==> src/rtl/bc_sched_pkg.sv <==
// Shared types and helpers for the box-count pass sequencer and its neighbours.
// Address layout of a finest-level box is {x, 1'b0, y}.
package bc_sched_pkg;

    typedef enum logic [2:0] {
        IDLE,
        CLEAR,
        FILL_A,
        FILL_B,
        COARSEN,
        DONE
    } state_t;

    function automatic int addr_w(input int box_idx);
        return 2 * box_idx + 1;
    endfunction

    // Finest-level box address; callers truncate to their address width.
    function automatic logic [31:0] fine_addr(input logic [31:0] x,
                                              input logic [31:0] y,
                                              input int box_idx);
        return (x << (box_idx + 1)) | y;
    endfunction

    // Increment that sticks at the all-ones value of a w-bit word.
    function automatic logic [31:0] sat_inc(input logic [31:0] v, input int w);
        logic [31:0] max_val;
        max_val = (32'd1 << w) - 32'd1;
        return (v >= max_val) ? max_val : v + 32'd1;
    endfunction

endpackage

==> src/rtl/bc_sched_port_mux.sv <==
// BC RAM port selection: the coarsening engine owns both ports during COARSEN,
// the sequencer owns them otherwise.
module bc_port_mux
    import bc_sched_pkg::*;
#(
    parameter int ADDR_W   = 7,
    parameter int DATA_LEN = 8
) (
    input  state_t              state,
    input  logic [ADDR_W-1:0]   ctl_raddr,
    input  logic [ADDR_W-1:0]   ctl_waddr,
    input  logic                ctl_wen,
    input  logic [DATA_LEN-1:0] ctl_wdata,
    input  logic [ADDR_W-1:0]   sqg_rd_addr,
    input  logic [ADDR_W-1:0]   sqg_wr_addr,
    input  logic                sqg_wen,
    input  logic [DATA_LEN-1:0] sqg_y,
    output logic [ADDR_W-1:0]   ram_raddr,
    output logic [ADDR_W-1:0]   ram_waddr,
    output logic                ram_wen,
    output logic [DATA_LEN-1:0] ram_wdata,
    output logic                bc_mode
);

    logic engine_sel;

    assign engine_sel = (state == COARSEN);
    assign bc_mode    = ~engine_sel;

    assign ram_raddr = engine_sel ? sqg_rd_addr : ctl_raddr;
    assign ram_waddr = engine_sel ? sqg_wr_addr : ctl_waddr;
    assign ram_wen   = engine_sel ? sqg_wen     : ctl_wen;
    assign ram_wdata = engine_sel ? sqg_y       : ctl_wdata;

endmodule

==> src/rtl/bc_sched.sv <==
// One box-count pass: clear the BC RAM, accumulate pixel hits with a two-cycle
// read-modify-write, then lend the RAM to the coarsening engine for a fixed window.
module bc_sched
    import bc_sched_pkg::*;
#(
    parameter int BOX_IDX        = 3,
    parameter int DATA_LEN       = 8,
    parameter int COARSEN_CYCLES = 85,
    localparam int ADDR_W        = addr_w(BOX_IDX)
) (
    input  logic                CLK,
    input  logic                RST,
    input  logic                start,
    input  logic                pix_valid,
    input  logic [BOX_IDX-1:0]  pix_x,
    input  logic [BOX_IDX-1:0]  pix_y,
    input  logic                pix_last,
    output logic                pix_ready,
    output logic                bc_mode,
    input  logic [ADDR_W-1:0]   sqg_rd_addr,
    input  logic [ADDR_W-1:0]   sqg_wr_addr,
    input  logic                sqg_wen,
    input  logic [DATA_LEN-1:0] sqg_y,
    output logic [DATA_LEN-1:0] sqg_x,
    output logic [ADDR_W-1:0]   ram_raddr,
    input  logic [DATA_LEN-1:0] ram_rdata,
    output logic [ADDR_W-1:0]   ram_waddr,
    output logic                ram_wen,
    output logic [DATA_LEN-1:0] ram_wdata,
    output logic                busy,
    output logic                done
);

    localparam int CC_W = $clog2(COARSEN_CYCLES + 1);

    state_t              state_reg, state_next;
    logic [ADDR_W-1:0]   clr_cnt_reg, clr_cnt_next;
    logic [CC_W-1:0]     co_cnt_reg, co_cnt_next;
    logic [ADDR_W-1:0]   addr_reg, addr_next;
    logic                last_reg, last_next;

    logic [ADDR_W-1:0]   hit_addr;
    logic [DATA_LEN-1:0] inc_data;
    logic [ADDR_W-1:0]   ctl_raddr, ctl_waddr;
    logic                ctl_wen;
    logic [DATA_LEN-1:0] ctl_wdata;

    assign hit_addr = ADDR_W'(fine_addr(32'(pix_x), 32'(pix_y), BOX_IDX));
    assign inc_data = DATA_LEN'(sat_inc(32'(ram_rdata), DATA_LEN));
    assign sqg_x    = ram_rdata;

    always_ff @(posedge CLK or posedge RST) begin
        if (RST) begin
            state_reg   <= IDLE;
            clr_cnt_reg <= '0;
            co_cnt_reg  <= '0;
            addr_reg    <= '0;
            last_reg    <= 1'b0;
        end else begin
            state_reg   <= state_next;
            clr_cnt_reg <= clr_cnt_next;
            co_cnt_reg  <= co_cnt_next;
            addr_reg    <= addr_next;
            last_reg    <= last_next;
        end
    end

    always_comb begin
        state_next   = state_reg;
        clr_cnt_next = clr_cnt_reg;
        co_cnt_next  = co_cnt_reg;
        addr_next    = addr_reg;
        last_next    = last_reg;
        pix_ready    = 1'b0;
        busy         = (state_reg != IDLE);
        done         = 1'b0;
        ctl_raddr    = '0;
        ctl_waddr    = '0;
        ctl_wen      = 1'b0;
        ctl_wdata    = '0;

        case (state_reg)
            IDLE: begin
                if (start) begin
                    state_next   = CLEAR;
                    clr_cnt_next = '0;
                end
            end
            CLEAR: begin
                ctl_wen   = 1'b1;
                ctl_waddr = clr_cnt_reg;
                if (&clr_cnt_reg) begin
                    state_next = FILL_A;
                end else begin
                    clr_cnt_next = clr_cnt_reg + 1'b1;
                end
            end
            FILL_A: begin
                // Read is issued on the handshake cycle; data arrives in FILL_B.
                pix_ready = 1'b1;
                ctl_raddr = hit_addr;
                if (pix_valid) begin
                    addr_next  = hit_addr;
                    last_next  = pix_last;
                    state_next = FILL_B;
                end
            end
            FILL_B: begin
                ctl_wen   = 1'b1;
                ctl_waddr = addr_reg;
                ctl_wdata = inc_data;
                if (last_reg) begin
                    state_next  = COARSEN;
                    co_cnt_next = CC_W'(COARSEN_CYCLES - 1);
                end else begin
                    state_next = FILL_A;
                end
            end
            COARSEN: begin
                if (co_cnt_reg == '0) begin
                    state_next = DONE;
                end else begin
                    co_cnt_next = co_cnt_reg - 1'b1;
                end
            end
            DONE: begin
                done       = 1'b1;
                state_next = IDLE;
            end
            default: state_next = IDLE;
        endcase
    end

    bc_port_mux #(
        .ADDR_W   (ADDR_W),
        .DATA_LEN (DATA_LEN)
    ) u_port_mux (
        .state       (state_reg),
        .ctl_raddr   (ctl_raddr),
        .ctl_waddr   (ctl_waddr),
        .ctl_wen     (ctl_wen),
        .ctl_wdata   (ctl_wdata),
        .sqg_rd_addr (sqg_rd_addr),
        .sqg_wr_addr (sqg_wr_addr),
        .sqg_wen     (sqg_wen),
        .sqg_y       (sqg_y),
        .ram_raddr   (ram_raddr),
        .ram_waddr   (ram_waddr),
        .ram_wen     (ram_wen),
        .ram_wdata   (ram_wdata),
        .bc_mode     (bc_mode)
    );

endmodule

==> config.mk <==
export PLATFORM = sky130hd
export DESIGN_NAME = bc_sched
export DESIGN_NICKNAME = d
export VERILOG_FILES = /design/src/rtl/bc_sched_pkg.sv /design/src/rtl/bc_sched_port_mux.sv /design/src/rtl/bc_sched.sv
export SDC_FILE = /design/constraint.sdc
export NUM_CORES = 1
export LEC_CHECK = 0
export ABC_AREA = 1
export CORE_UTILIZATION = 40
export CTS_BUF_LIST = sky130_fd_sc_hd__clkbuf_16
export DETAILED_ROUTE_END_ITERATION = 7
export PLACE_DENSITY = 0.86
export SLEW_MARGIN = 25
export SYNTH_ARGS = -nofsm -noshare
export SYNTH_HDL_FRONTEND = slang
export SYNTH_HIERARCHICAL = 1
export SYNTH_SLANG_ARGS = --single-unit
==> constraint.sdc <==
create_clock -name CLK -period 1.3 [get_ports CLK]
set_input_delay 0.13 -clock CLK [delete_from_list [all_inputs] [get_ports CLK]]
set_output_delay 0.13 -clock CLK [all_outputs]
set_load 0.03 [all_outputs]
Word-level counts from Yosys, hierarchy flattened

Index checks and enable logic that the tools add are counted.

Mux-type cells: 23
Order comparisons: 1
Eq/ne operators: 12
Add/sub/neg operators: 3
Bitwise logic cells: 2
Reduce and logical (&&, ||, !) cells: 11

Operator list:

| kind                  | number |
|---|---|
| $mux W7               | 7 |
| $pmux W7 S2           | 3 |
| $mux W8               | 3 |
| $mux W3               | 5 |
| $pmux W3 S5           | 1 |
| $ne A2 B2 Y1 const B  | 7 |
| $add A8 B1 Y8 const B | 1 |
| $ge A8 B8 Y1 const B  | 1 |
| $add A7 B1 Y7 const B | 1 |
| $logic_not A7 Y1      | 1 |
| $or A7 B3 Y7          | 1 |
| $reduce_and A7 Y1     | 1 |
| $sub A7 B1 Y7 const B | 1 |
| $eq A3 B2 Y1 const B  | 2 |
| $eq A3 B3 Y1 const B  | 2 |
| $reduce_and A3 Y1     | 2 |
| $mux W1               | 4 |
| $reduce_and A4 Y1     | 1 |
| $reduce_bool A2 Y1    | 2 |
| $eq A3 B1 Y1 const B  | 1 |
| $logic_not A3 Y1      | 1 |
| $reduce_bool A3 Y1    | 1 |
| $reduce_and A2 Y1     | 1 |
| $reduce_or A2 Y1      | 1 |
| $not A1 Y1            | 1 |

Word-level logic and storage cells: 57
Output and inout bits: 35
Flip-flop bits (word level): 25

Depth between registers and ports, before layout

Gate-level depths: netlist (run 1).

Word-level depth: 4
Mapped depth: 9
Mapped depth without buffers: 9

Modules after synthesis

Netlist (run 1), hierarchy kept.

By module, submodules not included:

| module      | instances | area each (um2) | cells each | sequential area each (um2) |
|---|---|---|---|---|
| bc_sched    | 1         | 1649.1          | 241        | 600.6 |
| bc_port_mux | 1         | 362.8           | 77         | 0.0 |

Worst setup path before layout (run 1)

Ideal clock, no wire load.

Path type: flip-flop to output port
From: register state_reg[2]
To: output done
Buffers on the path: 1
Data required time: 1170 ps
Arrival: 1481 ps
Slack: -311 ps
Stages on the path, launching flop included: 4
Cells stage by stage: dfrtp_1 buf_2 inv_1 nor3_1

Cells in the longest elaborated chain, start to end: 2

Ends and longest elaborated chain:

| element                | line           | text |
|---|---|---|
| from (decl)            | bc_sched.sv:36 | `state_t state_reg, state_next;` |
| from (signal assigned) | bc_sched.sv:60 | `state_reg <= state_next;` |
| $eq A3 B3 Y1           | bc_sched.sv:82 | `case (state_reg)` |
| $mux W1                | bc_sched.sv:82 |  |
| to (decl)              | bc_sched.sv:31 | `output logic done` |

Every way passes these cells.

Worst setup path after layout (run 1)

From: register state_reg[0]
To: output ram_waddr[2]

Cells in the longest elaborated chain, start to end: 3

Ends and longest elaborated chain:

| element                                             | line                    | text |
|---|---|---|
| $eq A3 B2 Y1 / $eq A3 B1 Y1 (equally long branches) | bc_sched.sv:82          |  |
| $pmux W7 S2                                         | bc_sched.sv:82          |  |
| $mux W7 *                                           | bc_sched_port_mux.sv:31 | `assign ram_waddr = engine_sel ? sqg_wr_addr : ctl_waddr;` |
| to (decl)                                           | bc_sched.sv:27          | `output logic [ADDR_W-1:0] ram_waddr,` |

Mark *: on every way between the ends. The rest lies on a longest branch, timed or not.

==> results of run 1 <==
[how the worst min path moves through the flow]
| stage | slack, ns | start | to |
|---|---|---|---|
| after floorplan | 0.14 | RST | addr_reg[0] |
| after global placement | 0.46 | co_cnt_reg[6] | co_cnt_reg[6] |
| after detailed placement | 0.46 | co_cnt_reg[6] | co_cnt_reg[6] |
| after CTS | 0.23 | RST | clr_cnt_reg[6] |
| after global routing | 0.25 | RST | state_reg[0] |
| final | 0.21 | RST | clr_cnt_reg[6] |
[timing repair]
action | in CTS | in global routing
gates resized for setup | 92 | 73
endpoints found under the setup margin | 51 | 51
buffers inserted | 12 | 7
cloned | 2 | 2
hold buffers | 0 | 0
pin swaps | 17 | 27
[final cells by class]
class | count | area (sq um) | share of cell area
clock buffers | 3 | 75.1 | 0.0184
inverters | 36 | 165 | 0.0404
repair buffers | 140 | 1450 | 0.354
flip-flops and latches | 24 | 604 | 0.148
multi-input cells | 241 | 1710 | 0.419
well taps | 67 | 83.8 | 0.0205
[cells in the final DEF (no fill, tap or decap), types with 6 or more instances in the layout]
cell type and count:
buf_12 9, buf_4 50, buf_6 35, clkdlybuf4s50_1 34, dfrtp_1 21, dlygate4sd2_1 7, inv_1 30, nand2_1 39
nand2_2 41, nand2_4 25, nand3_1 37, nand3_2 6, nor2_1 15, nor2_2 7, nor2_4 11, o21ai_1 8
o21ai_2 9
[logic make-up (layout without fill, tap and decap cells)]
group / count (synthesis) / after routing / share of synthesized area
AND/OR/NAND/NOR: 198 / 200 / 0.435
adder cells (fa/ha/maj): 3 / 3 / 0.0187
flip-flops: 24 / 24 / 0.299
XOR/XNOR: 3 / 3 / 0.0131
buffers and inverters: 55 / 179 / 0.140
other: 1 / 1 / 0.00186
AO/OA/AOI/OAI: 34 / 34 / 0.0927
[routing by layer]
layer / global-route usage / share of wire
met4: 0.153 / 0.081
met3: 0.0470 / 0.096
met2: 0.573 / 0.49
met1: 0.376 / 0.33
met5: 0 / 0
[where the power goes]
part	switching [mW]	total, mW	leakage, nW	internal [mW]
Clock	0.285	0.694	0.0370	0.409
Combinational	4.13	7.27	1.62	3.14
Sequential	0.367	1.39	0.299	1.02
[worst max-delay path, delay by kind of cell, from the launching register on]
kind | cells | cell delay [ns]
and+or+nand+nor | 3 | 0.42
buffers and inverters | 3 | 0.49
DFF | 1 | 0.48
==> impl_results.md, run 1 <==
- Fill count: 239
- Num CTS Buffers: 3
- Worst Slack Setup Final: -0.518 ns
- Cell area after synthesis: 2010 sq um
- Core area: 4790 sq um
- Ys Warns: 6
- H-tree levels: 1
- Vias/cell: 5.91
- RSZ-0062 raised after global routing: true
- Max Cap Viol: 0
- First-pass GRT wire length: 12900 um
- Input/output buffers: 76
- Violated checks: negative setup slack
- Post-DR wirelength/cell: 20.9 um
- Seq/Total Area, Yosys: 0.299
- Post-synth EDFFs: 0
- Pin count of the biggest net entering global routing: 25
- Die Span X: 72.9 um
- Final ANT Viol Nets: 0
- # IOs: 77
- Clock Path Buffers: 2
- Synth cell types: 29
- First-pass DRT Iterations: 5
- Final Total Pwr: 9.36 mW
- Sum Neg Setup Slack: -18.98 ns
- Fin area: 4090 sq um
- # diodes: 0
- DRT Wirelength: 10700 um
- Die footprint: 5320 sq um
- Place WS: -0.613 ns
- R2R Path End: co_cnt_reg[4]
- PwrDens: 2290 nW/um^2
- Latest clock arrival within the worst-skew pair: 0.27 ns
- Layout cells sized above 1: 0.511
- Initial Utilization: 0.420
- DRC: 0
- Vias in the first global route: 2757
- Clock transition at path regs: 0.06 ns
- WP data arrival: 1.69 ns
- Cells after synthesis: 318
- Cell Count, Final, Fillers Out: 511
- CP max stage cell: dfrtp_2
- WP data required: 1.17 ns
- Worst R2R Path Depth: 10
- Outcome: complete, but fails checks
- Final critical-path required period: 1.82 ns
- Area contributors post-synth: dfrtp_1, nand2_1, nand3_1
- CP peak stage delay: 0.48 ns
- Hold Vio Cnt, Final: 0
- R2r startpoint: state_reg[1]
- CP startpoint: state_reg[0]
- Post-Syn Area per Cell: 6.33 sq um
- Area leader, netlist: dfrtp_1
- Top_reg_cell synth: dfrtp_1
- GP Congestion: 0.863
- Worst path cell trace: buf_4, nor2_4, buf_12, nand3_1, nand2_4, buf_6
- Commonest cells in the netlist: nand2_1, nand3_1, inv_1
- FMAX: 550 MHz
- FF+latch count, synth: 24
- Placed Instances: 486
- Clock sinks: 24
- Setup crit end: ram_waddr[2]
- Layout net count: 491
- Area delta synth->final: 103%
- Hold Crit Class: in -> async
- Hold_ws: 0.209 ns
- FFs w/ async S/R, synth: 1.00
- Row count: 25
- Final setup vio count: 51
- Vias: 3021
- Initial DRC count: 275
- Final Util: 0.854
- Top cell type's share of synthesized area: 0.299
- Setup crit end kind: output pin
- Leakage: 1.96 nW
- GRT overflow: 0
- Worst vdd ir: 1.68 mV
- CTS tree: built
- Net Count, Synth: 363
- Clock Tree Root: clkbuf_16
- Initial antenna violation count: 0
- Die height: 72.9 um
- Gr usage total: 0.320
- Most frequent cell after synthesis: nand2_1
- WS Path Type: reg -> out
- Final HPWL DP: 5010 um
- Post-Place Cell Area: 3250 sq um
- Startpoint Class: flip-flop
- Flop2flop setup slack: -0.35 ns
- Clock skew: 0.00331 ns
- Maximum fanout along the worst path: 23
- Max Slew Vio Count: 0
- Crit share post-route: 1.40
(Power assumes the default switching activity.)
==> inputs of run 2 (changes only) <==
==> constraint.sdc (replaced) <==
create_clock -name CLK -period 1.3 [get_ports CLK]
set_input_delay 0.325 -clock CLK [delete_from_list [all_inputs] [get_ports CLK]]
set_output_delay 0.325 -clock CLK [all_outputs]
set_load 0.03 [all_outputs]
==> run 2 against run 1 <==
  * The flow still finishes with violations (negative setup slack)
  * Critical endpoint is now ram_wdata[6]
  * Die area unchanged
  * Wire length up 4.0%
  * Cell count up 2.2%
  * Critical path depth up 1
  * Clock-buffer cell count unchanged
  * Clock power about the same
  * Clock skew down 0.0014 ns
  * Fmax down 11%
  * Critical path type unchanged
  * Via count up 3.3%
  * Register-to-register slack worse by 0.04 ns
==> impl_results.md, run 2 (synthesized netlist as in run 1, its figures left out) <==
- Final critical-path required period: 2.04 ns (+0.227 ns)
- Post-DR wirelength/cell: 21.3 um (+1.8%)
- First-pass GRT wire length: 13200 um (+2.1%)
- Max Slew Vio Count: 0 (unchanged)
- RSZ-0062 raised after global routing: true
- Area of the multi-input gates: 1770 sq um (+3.5%)
- Worst Slack Setup Final: -0.745 ns (-0.227 ns)
- FMAX: 489 MHz (-11%)
- # IOs: 77 (unchanged)
- Most frequent cells in the layout: buf_4, buf_6, nand2_1, nand3_1
- CP max stage cell: dfrtp_2
- Worst vdd ir: 1.83 mV (+8.7%)
- Clock Tree Root: clkbuf_16
- Initial DRC count: 256 (-6.9%)
- Commonest non-fill, non-tap cell in the layout: buf_4
- Latest clock arrival within the worst-skew pair: 0.26 ns (about the same)
- Met2 usage: 0.628 (+0.0550)
- GRT overflow: 0 (unchanged)
- Max Cap Viol: 0 (unchanged)
- # diodes: 0 (unchanged)
- M1 GR Usage: 0.364 (-0.0119)
- Setup crit end kind: output pin
- Maximum fanout along the worst path: 6 (-74%)
- M3 GR Usage: 0.0580 (+0.0110)
- Die footprint: 5320 sq um (unchanged)
- Critical Path Stages: 7 (+1)
- WS Path Type: reg -> out
- H-tree levels: 1 (unchanged)
- Hold_ws: 0.383 ns (+0.173 ns)
- Vias: 3120 (+3.3%)
- Vias/cell: 5.98 (+1.1%)
- Row count: 25 (unchanged)
- Worst path cell trace: buf_4, nor2_4, buf_12, clkbuf_16, nand3_1, nand2_4, buf_6
- Gr usage total: 0.330 (+0.00923)
- Initial Utilization: 0.420 (unchanged)
- CTS tree: built
- Hold Vio Cnt, Final: 0 (unchanged)
- Crit share post-route: 1.57 (+0.174)
- GRT Max-Usage Layer: met2
- Final ANT Viol Nets: 0 (unchanged)
- Final setup vio count: 51 (unchanged)
- Clock skew: 0.00188 ns (-0.00143 ns)
- WP data required: 0.98 ns (-0.19 ns)
- Crit path max-delay family: buffers and inverters
- Layout net count: 502 (+2.2%)
- Clock transition at path regs: 0.06 ns (about the same)
- Area delta synth->final: 110%
- Clock sinks: 24 (unchanged)
- Core area: 4790 sq um (unchanged)
- Vias in the first global route: 2817 (+2.2%)
- DRC: 0 (unchanged)
- Post-Place Cell Area: 3350 sq um (+3.2%)
- Die height: 72.9 um (unchanged)
- WP data arrival: 1.72 ns (+0.03 ns)
- Leakage: 2.00 nW (+2.2%)
- Pin count of the biggest net entering global routing: 25 (unchanged)
- Outcome: complete, but fails checks
- First-pass DRT Iterations: 7 (+2)
- Layout cells sized above 1: 0.536 (+0.0250)
- Clock Path Buffers: 2 (unchanged)
- Violated checks: negative setup slack
- Flip-flop and latch area: 604 sq um (unchanged)
- PwrDens: 2240 nW/um^2 (-2.2%)
- CP peak stage delay: 0.44 ns (-0.04 ns)
- Input/output buffers: 76 (unchanged)
- Fin area: 4230 sq um (+3.6%)
- GP Congestion: 0.956 (+11%)
- Initial antenna violation count: 0 (unchanged)
- Die Span X: 72.9 um (unchanged)
- Fill count: 210 (-12%)
- Num CTS Buffers: 3 (unchanged)
- DRT Wirelength: 11100 um (+4.0%)
- Final HPWL DP: 5190 um (+3.5%)
- Startpoint Class: flip-flop
- Worst R2R Path Depth: 11 (+1)
- Buf+Inv Stages, Crit Path: 4 (+1)
- Hold Crit Class: in -> async
## run 2: power by group
| group | leakage [nW] | internal [mW] | switching, mW | total [mW] |
|---|---|---|---|---|
| combinational | 1.66 | 3.22 | 4.25 | 7.47 |
| clock | 0.0370 | 0.409 | 0.287 | 0.695 |
| sequential | 0.299 | 1.02 | 0.286 | 1.31 |
| total | 2.00 | 4.65 | 4.82 | 9.48 |
## run 2: area by class of cell
cell class	count	share of cell area
clock buffers	3	0.0177
flip-flops and latches	24	0.143
repair buffers	150	0.364
inverters	36	0.0373
well taps	67	0.0198
multi-input cells	242	0.418
## run 2: routing by layer
layer | vias to the layer above | part of all wire
li1 | 1287 | -
met1 | 1461 | 0.33
met2 | 274 | 0.50
met3 | 98 | 0.091
met4 | 0 | 0.083
met5 | - | 0
## run 2: worst paths after layout
kind	slack, ns	endpoint	startpoint
worst max-delay path	-0.74	ram_wdata[6]	state_reg[0]
worst min-delay path	0.38	clr_cnt_reg[4]	RST
worst max register to register	-0.39	co_cnt_reg[4]	state_reg[1]
worst min register to register	0.49	co_cnt_reg[6]	co_cnt_reg[6]
max in group asynchronous	0.74	state_reg[2]	RST
min in group CLK	0.49	co_cnt_reg[6]	co_cnt_reg[6]
## run 2: repair_timing
item / 4_1_cts / 5_1_grt
hold buffers: 0 / 0
buffers inserted: 12 / 12
pin swaps: 28 / 27
endpoints found under the setup margin: 58 / 51
gates resized for setup: 100 / 67
gates cloned: 3 / 3
## run 2: worst reg2reg max path, delay by kind of cell (launching register included)
family | cells | cell delay (ns)
DFF | 1 | 0.48
buffers and inverters | 5 | 0.57
AOI/OAI and AO/OA | 1 | 0.08
and+or+nand+nor | 5 | 0.49
## run 2: metrics by stage
step	TNS, ns	utilization	cells	power (mW)	worst slack (ns)
2_1_floorplan	-4.26	-	318	4.52	-0.248
5_1_grt	-25.85	0.884	522	9.73	-0.789
6_report	-24.87	0.884	522	9.48	-0.745
4_1_cts	-19.99	0.802	511	7.76	-0.554
3_5_place_dp	-20.48	0.700	493	6.07	-1.10
3_3_place_gp	-18.65	0.700	493	5.93	-0.996
